**src/rtl/pwm_capture.sv**
```systemverilog
// pwm_capture: measures high time and period of an asynchronous PWM input.
//
// pwm_in is synchronized, then sampled once per divided tick (every
// 2^DIV_WIDTH clk cycles). A three-state FSM (IDLE/HIGH/LOW) counts
// tick-sampled high time and period. A finished period is presented on
// duty/period through a valid/ready output register.
//
// Optional feature, guarded by macro PWM_CAPTURE_TIMEOUT_EN:
//   when defined, a period counter that reaches all-ones in HIGH or LOW
//   emits a timeout result and returns the FSM to IDLE.
//   When undefined, the counters simply stay saturated until the next edge.
//
// Handshake (valid/ready): valid rises one clk after a completing tick
// and then holds duty/period stable. The consumer takes the result in
// any cycle with valid && ready, and valid drops on the following edge
// unless a new result completes in that same cycle, in which case the
// new result loads and valid stays high. A completion while valid=1 and
// ready=0 is dropped, the held result is kept, and the sticky overrun
// flag is set. Only reset clears overrun.
module pwm_capture #(
  parameter int PWM_WIDTH = 4,
  parameter int DIV_WIDTH = 2
) (
  input  logic                 clk,
  input  logic                 reset_n,
  input  logic                 pwm_in,
  output logic [PWM_WIDTH-1:0] duty,
  output logic [PWM_WIDTH:0]   period,
  output logic                 valid,
  input  logic                 ready,
  output logic                 overrun,
  output logic [1:0]           o_dbg_state
);

  typedef enum logic [1:0] {
    S_IDLE = 2'd0,
    S_HIGH = 2'd1,
    S_LOW  = 2'd2
  } state_t;

  localparam logic [PWM_WIDTH-1:0] HIGH_MAX = '1;
  localparam logic [PWM_WIDTH:0]   PER_MAX  = '1;

  // Synchronizer, tick-sampled edge flop and tick divider
  logic                 r_sync1;
  logic                 r_sync2;
  logic                 r_prev;
  logic                 r_primed;
  logic [DIV_WIDTH-1:0] r_div;

  // Measurement FSM
  state_t               r_state;
  logic [PWM_WIDTH-1:0] r_high;
  logic [PWM_WIDTH:0]   r_per;

  // Output register
  logic [PWM_WIDTH-1:0] r_duty;
  logic [PWM_WIDTH:0]   r_period;
  logic                 r_valid;
  logic                 r_overrun;

  // Combinational helpers
  logic                 w_tick;
  logic                 w_level;
  logic                 w_rise;
  logic [PWM_WIDTH-1:0] w_high_inc;
  logic [PWM_WIDTH:0]   w_per_inc;
  logic                 w_done;
  logic [PWM_WIDTH-1:0] w_done_duty;
  logic [PWM_WIDTH:0]   w_done_per;

  // Two-flop synchronizer for the asynchronous PWM input
  always_ff @(posedge clk or negedge reset_n) begin
    if (!reset_n) begin
      r_sync1 <= 1'b0;
      r_sync2 <= 1'b0;
    end else begin
      r_sync1 <= pwm_in;
      r_sync2 <= r_sync1;
    end
  end

  // Free-running divider; the tick is the cycle where it reads all-ones
  always_ff @(posedge clk or negedge reset_n) begin
    if (!reset_n) begin
      r_div <= '0;
    end else begin
      r_div <= r_div + DIV_WIDTH'(1);
    end
  end

  assign w_tick  = &r_div;
  assign w_level = r_sync2;

  // Edge flop holds the previous tick-sampled level, so anything that
  // happens between ticks is invisible. r_primed keeps a level that is
  // already high when reset releases from looking like a rise.
  always_ff @(posedge clk or negedge reset_n) begin
    if (!reset_n) begin
      r_prev   <= 1'b0;
      r_primed <= 1'b0;
    end else if (w_tick) begin
      r_prev   <= r_sync2;
      r_primed <= 1'b1;
    end
  end

  assign w_rise = w_tick & r_sync2 & ~r_prev & r_primed;

  // Saturating increments of the high and period counters
  always_comb begin
    w_high_inc = (r_high == HIGH_MAX) ? r_high : r_high + PWM_WIDTH'(1);
    w_per_inc  = (r_per == PER_MAX) ? r_per : r_per + (PWM_WIDTH + 1)'(1);
  end

  // Decide whether this tick finishes a measurement and with what result
  always_comb begin
    w_done      = 1'b0;
    w_done_duty = '0;
    w_done_per  = '0;
    if (w_tick) begin
      case (r_state)
        S_HIGH: begin
`ifdef PWM_CAPTURE_TIMEOUT_EN
          // Stuck high: period counter reached all-ones
          if (w_level && (w_per_inc == PER_MAX)) begin
            w_done      = 1'b1;
            w_done_duty = HIGH_MAX;
            w_done_per  = PER_MAX;
          end
`endif
        end
        S_LOW: begin
          if (w_level) begin
            w_done      = 1'b1;
            w_done_duty = r_high;
            w_done_per  = r_per;
          end
`ifdef PWM_CAPTURE_TIMEOUT_EN
          // Stuck low: period counter reached all-ones
          else if (w_per_inc == PER_MAX) begin
            w_done      = 1'b1;
            w_done_duty = '0;
            w_done_per  = PER_MAX;
          end
`endif
        end
        default: ;
      endcase
    end
  end

  // Measurement FSM; counters move only on ticks
  always_ff @(posedge clk or negedge reset_n) begin
    if (!reset_n) begin
      r_state <= S_IDLE;
      r_high  <= '0;
      r_per   <= '0;
    end else if (w_tick) begin
      case (r_state)
        S_IDLE: begin
          if (w_rise) begin
            r_high  <= PWM_WIDTH'(1);
            r_per   <= (PWM_WIDTH + 1)'(1);
            r_state <= S_HIGH;
          end
        end
        S_HIGH: begin
          if (w_done) begin
            r_state <= S_IDLE;
          end else if (w_level) begin
            r_high <= w_high_inc;
            r_per  <= w_per_inc;
          end else begin
            r_per   <= w_per_inc;
            r_state <= S_LOW;
          end
        end
        S_LOW: begin
          if (w_level) begin
            // Rise closes this period and opens the next one
            r_high  <= PWM_WIDTH'(1);
            r_per   <= (PWM_WIDTH + 1)'(1);
            r_state <= S_HIGH;
          end else if (w_done) begin
            r_state <= S_IDLE;
          end else begin
            r_per <= w_per_inc;
          end
        end
        default: begin
          r_state <= S_IDLE;
        end
      endcase
    end
  end

  // Output register with valid/ready handshake and sticky overrun
  always_ff @(posedge clk or negedge reset_n) begin
    if (!reset_n) begin
      r_duty    <= '0;
      r_period  <= '0;
      r_valid   <= 1'b0;
      r_overrun <= 1'b0;
    end else if (w_done) begin
      if (!r_valid || ready) begin
        r_duty   <= w_done_duty;
        r_period <= w_done_per;
        r_valid  <= 1'b1;
      end else begin
        r_overrun <= 1'b1;
      end
    end else if (r_valid && ready) begin
      r_valid <= 1'b0;
    end
  end

  assign duty        = r_duty;
  assign period      = r_period;
  assign valid       = r_valid;
  assign overrun     = r_overrun;
  assign o_dbg_state = r_state;

endmodule

```
**config.mk**
```make
export PLATFORM = sky130hd
export DESIGN_NAME = pwm_capture
export DESIGN_NICKNAME = d
export VERILOG_FILES = /design/src/rtl/pwm_capture.sv
export SDC_FILE = /design/constraint.sdc
export NUM_CORES = 1
export LEC_CHECK = 0
export CELL_PAD_IN_SITES_DETAIL_PLACEMENT = 1
export CELL_PAD_IN_SITES_GLOBAL_PLACEMENT = 1
export CORE_UTILIZATION = 30
export CTS_CLUSTER_SIZE = 16
export DETAILED_ROUTE_END_ITERATION = 10
export PLACE_DENSITY = 0.67
export SKIP_LAST_GASP = 1
export SYNTH_ARGS = -nofsm -noshare
export SYNTH_HDL_FRONTEND = slang
export SYNTH_SLANG_ARGS = --single-unit
```
**constraint.sdc**
```tcl
create_clock -name clk -period 2.2 [get_ports clk]
set_input_delay 0.66 -clock clk [delete_from_list [all_inputs] [get_ports clk]]
set_output_delay 0.66 -clock clk [all_outputs]
set_load 0.03 [all_outputs]
```
## Word level (Yosys, flattened, before mapping)

Cells that the tools add are included.

| storage, ports and cells | value |
|---|---|
| ROM bits | 0 |
| register bits after elaboration | 28 |
| memories kept | 0 |
| latch bits | 0 |
| memory bits (writable) | 0 |
| output and inout port bits | 13 |

| operators by class | value |
|---|---|
| bitwise logic cells | 5 |
| order comparisons | 0 |
| muxes and demuxes | 29 |
| eq/ne operators | 12 |
| add/subtract/negate cells | 3 |
| $mul | 0 |
| shifts and indexed selects | 0 |
| div/mod/pow operators | 0 |
| reduce and logical (&&, ||, !) cells | 13 |

Operators by type and width:

| operator | count |
|---|---|
| $mux W5 | 7 |
| $mux W4 | 8 |
| $pmux W5 S3 | 1 |
| $pmux W4 S3 | 1 |
| $mux W2 | 5 |
| $ne A2 B2 Y1 const B | 5 |
| $reduce_and A2 Y1 | 4 |
| $reduce_and A8 Y1 | 1 |
| $mux W1 | 6 |
| $ne A3 B3 Y1 const B | 2 |
| $pmux W2 S3 | 1 |
| $add A5 B1 Y5 const B | 1 |
| $eq A5 B5 Y1 const B | 1 |
| $reduce_and A5 Y1 | 1 |
| $add A4 B1 Y4 const B | 1 |
| $eq A4 B4 Y1 const B | 1 |
| $reduce_and A4 Y1 | 1 |
| $and A1 B1 Y1 | 3 |
| $reduce_bool A3 Y1 | 1 |
| $add A2 B1 Y2 const B | 1 |
| $eq A2 B1 Y1 const B | 1 |
| $eq A2 B2 Y1 const B | 1 |
| $logic_not A2 Y1 | 1 |
| $ne A2 B1 Y1 const B | 1 |
| other kinds (5) | 6 |

## Longest topological paths before layout

| depth | value |
|---|---|
| depth in word-level cells | 6 |
| depth in mapped cells | 7 |

## Worst setup path after synthesis

Ideal clock, no wire load.

| timing | value |
|---|---|
| path kind | flip-flop to flip-flop |
| start point | register r_state[0] (netlist: o_dbg_state[0]) |
| end point | register r_high[0] |
| arrival time | 1,793 ps |
| path buffers | 1 |
| slack | 282 ps |
| period minus slack after synthesis | 1,918 ps |
| stages on the path, launching flop included | 8 |
| cells stage by stage | dfrtp_1 > inv_1 > ha_1 > buf_2 > o21bai_1 > and2_1 > and3_1 > mux2_2 |

| between the ends | value |
|---|---|
| cells in the longest elaborated chain, start to end | 5 |
| elaborated cells on any way between the ends | 13 |
| classes of those cells | eq/ne (7); mux (3); reduce/logical (3) |

RTL lines:

| item | line | RTL |
|---|---|---|
| from (decl) | 52 | `state_t r_state;` |
| from (signal assigned) | 156 | `r_state <= S_IDLE;` |
| from (signal assigned) | 165 | `r_state <= S_HIGH;` |
| from (signal assigned) | 170 | `r_state <= S_IDLE;` |
| $eq A2 B2 Y1 | 122, 160 |  |
| $mux W1 | 122 | `case (r_state)` |
| $mux W1 | 121 | `if (w_tick) begin` |
| $ne A2 B2 Y1 (no line) | n/a |  |
| $reduce_and A8 Y1 (no line) | n/a |  |
| to (signal assigned) | 172 | `r_high <= w_high_inc;` |
| to (decl) | 53 | `logic [PWM_WIDTH-1:0] r_high;` |

Several ways; a longest one is shown, not always the timed one.
A chain may end at the register's enable or synchronous reset.

## Final worst setup path

| timing | value |
|---|---|
| start point | register r_state[0] (netlist: o_dbg_state[0]) |
| end point | output o_dbg_state[0] |

RTL lines:

| item | line | RTL |
|---|---|---|
| to (decl) | 32 | `output logic [1:0] o_dbg_state` |

No word-level cell between the ends.

==> reports/qor.yml <==
hold_class: "reg -> reg"
drc: 0
synth_ff_type: "dfrtp_1"
grt_antenna_before_repair: 0
firstDrtPassIters: 4
r2r-end: "period[2]"
crit_arrival_ps: 1410
antenna_left: 0
synth.largest_area_cell: "dfrtp_1"
cts_buffers: 3
ys_warn_count: 0
nets: 154
crit_chain: "clkdlybuf4s50_1"
first_global_vias: 1132
yosys.area_share.simple: 0.161
crit_start: "o_dbg_state[0]"
synth-seq-cells: 28
synth-xor-area-share: 0
synth_fa_ha_area_frac: 0.0635
worst_slew_margin_rel: 0.762
grt_overflow: 0
drive_above_1_share: 0.162
post_cts_buffers: 0
final_cell_mix: "dfrtp_1, clkdlybuf4s50_1, mux2_2"
hold_slack_ps: 358
fin_crit_ps: 2070
status: "finished clean"
synth_edf_count: 0
root_buffer: "clkbuf_8"
place.gp.congestion: 0.797
fin_crit_sh: 0.939
hold_viol_final: 0
synth_top_family_by_area: "simple AND/OR/NAND/NOR gates"
initial_core_util: 0.314
grt_use_total: 0.136
critPathKind: "reg -> out"
vias_per_cell: 5.25
crit_required_ps: 1540
worst_setup_path_end_kind: "output pin"
reg2reg_from: "o_dbg_state[0]"
worst_ir_drop_vdd_mv: 0.406
crit_end: "o_dbg_state[0]"
fp-row-count: 24
drt_iter0_markers: 21
synth_compound_area_frac: 0.117
syn-instance-count: 123
cp_top_family: "buffers and inverters"
synth.area.top_cells: "dfrtp_1, mux2_2, ha_1"
htree_num_levels: 1
cpMaxStageDelayCell: "clkdlybuf4s50_1"
grt_start_max_net_pins: 29
die_width_um: 69.8
insertion_delay_ps: 280
final_common_cell: "dfrtp_1"
die-area_um2: 4870
dieHeight_um: 69.8
io_buffers: 16
insertedDiodeCount: 0
vias: 1019
critPathMaxFanout: 5
synth_top_area_frac: 0.508
startpoint_type: "register"
setup_viol: 0
r2r_slack_ps: 190
cp.depth: 1
worst-path-buf-inv: 1
core_um2: 4380
clk_pin_slew_ps: 100
p_total_w: 0.00180
routed_wl_um: 2980
area_delta_synth_final_pct: 21.5
worst_pin_slew_ps: 354
syn_nets: 134
cts_tree: "done"
synth_cell_types: 36
grt_pass1_wl_um: 5290
synth_area_per_cell_um2: 11.2
cts_hold_buf: 0
post-dp-hpwl_um: 2240
fin_skew_ps: 5.16
rsz0062_at_grt: "false"
ctsResizeCount: 0
async_reset_ff_frac: 1.00
critPathMaxStageDelay_ps: 700
leakage_nw: 0.759
fmax_mhz: 484
routedWlPerCell_um: 15.4
cts.sinks: 28
num_io_pins: 17
synthMuxAreaShare: 0.113
seq_area_frac_synth: 0.508
power_density_nw_per_um2: 1070
cap_violations: 0
worstRegToRegCells: 6
synth_area_um2: 1380
cts_buffer_depth: 2
fin_tns_setup_ps: 0
drv_slew: 0
[layer usage]
layer  track usage  part of all wire  vias to the layer above
met3        0.0218             0.023                        7
met5             0                 0                        -
met2         0.246              0.52                       14
met4        0.0489             0.017                        0
met1         0.161              0.44                      515
li1              -                 -                      483
[power by group]
part / total, W / internal (W) / leakage (nW) / switching, W
combinational: 0.000657 / 0.000290 / 0.363 / 0.000367
clock: 0.000408 / 0.000244 / 0.0357 / 0.000165
sequential: 0.000731 / 0.000615 / 0.360 / 0.000116
[state kept, by name, indices dropped and copies added, names as in the netlist]
| name | count |
|---|---|
| r_per | 5 |
| duty | 4 |
| valid | 1 |
| r_sync1 | 1 |
| overrun | 1 |
| r_sync2 | 1 |
| r_div | 2 |
| r_prev | 1 |
| o_dbg_state | 2 |
| r_primed | 1 |
| period | 5 |
| r_high | 4 |
[kinds of logic (layout without fill, tap and decap cells)]
group,Yosys count,after routing
compound gates,24,24
buf+inv,11,30
mux,14,14
fa+ha+maj,7,7
simple gates,39,39
flops,28,28
[worst reg2reg max path, delay by kind of cell (launching register included)]
family	cells	cell delay, ps
adder cells (fa/ha/maj)	1	340
buffers and inverters	2	300
flip-flops	1	440
multiplexers	1	350
AND/OR/NAND/NOR	2	470
[how the worst min path moves through the flow]
stage | start | to | slack (ps) | depth (start not counted)
final | r_sync1 | r_sync2 | 360 | 0
after detailed placement | r_sync1 | r_sync2 | 340 | 0
after global routing | r_sync1 | r_sync2 | 370 | 0
after CTS | r_sync1 | r_sync2 | 360 | 0
after floorplan | r_sync1 | r_sync2 | 330 | 0
after global placement | r_sync1 | r_sync2 | 330 | 0
[cells in the mapped netlist (3+ instances only)]
library cell and count:
a21oi_1 5, nand3_1 6, o21ai_0 3, dfrtp_1 28, mux2_2 12, nand2_1 11
nand4_1 4, buf_2 3, inv_1 6, o21bai_1 3, nor2_1 4, ha_1 7
a31oi_1 3, and3_1 3
[area by class of cell]
class / count / area (um2)
multi-input combinational: 84 / 626
sequential: 28 / 701
clock buffer: 3 / 41.3
inverter: 6 / 22.5
clock inverter: 1 / 30.0
tap: 52 / 65.1
fill: 484 / 2710
timing repair buffer: 20 / 190
[per-stage QoR]
step / utilization / worst slack (ps) / cell area [um2] / cells
final: 0.382 / 135 / 1680 / 194
after CTS: 0.382 / 128 / 1680 / 194
after global placement: 0.366 / 196 / 1600 / 190
after detailed placement: 0.366 / 134 / 1600 / 190
after floorplan: - / 282 / 1380 / 123
after global routing: 0.382 / 45.9 / 1680 / 194
Power figures use the tool's default switching activity.
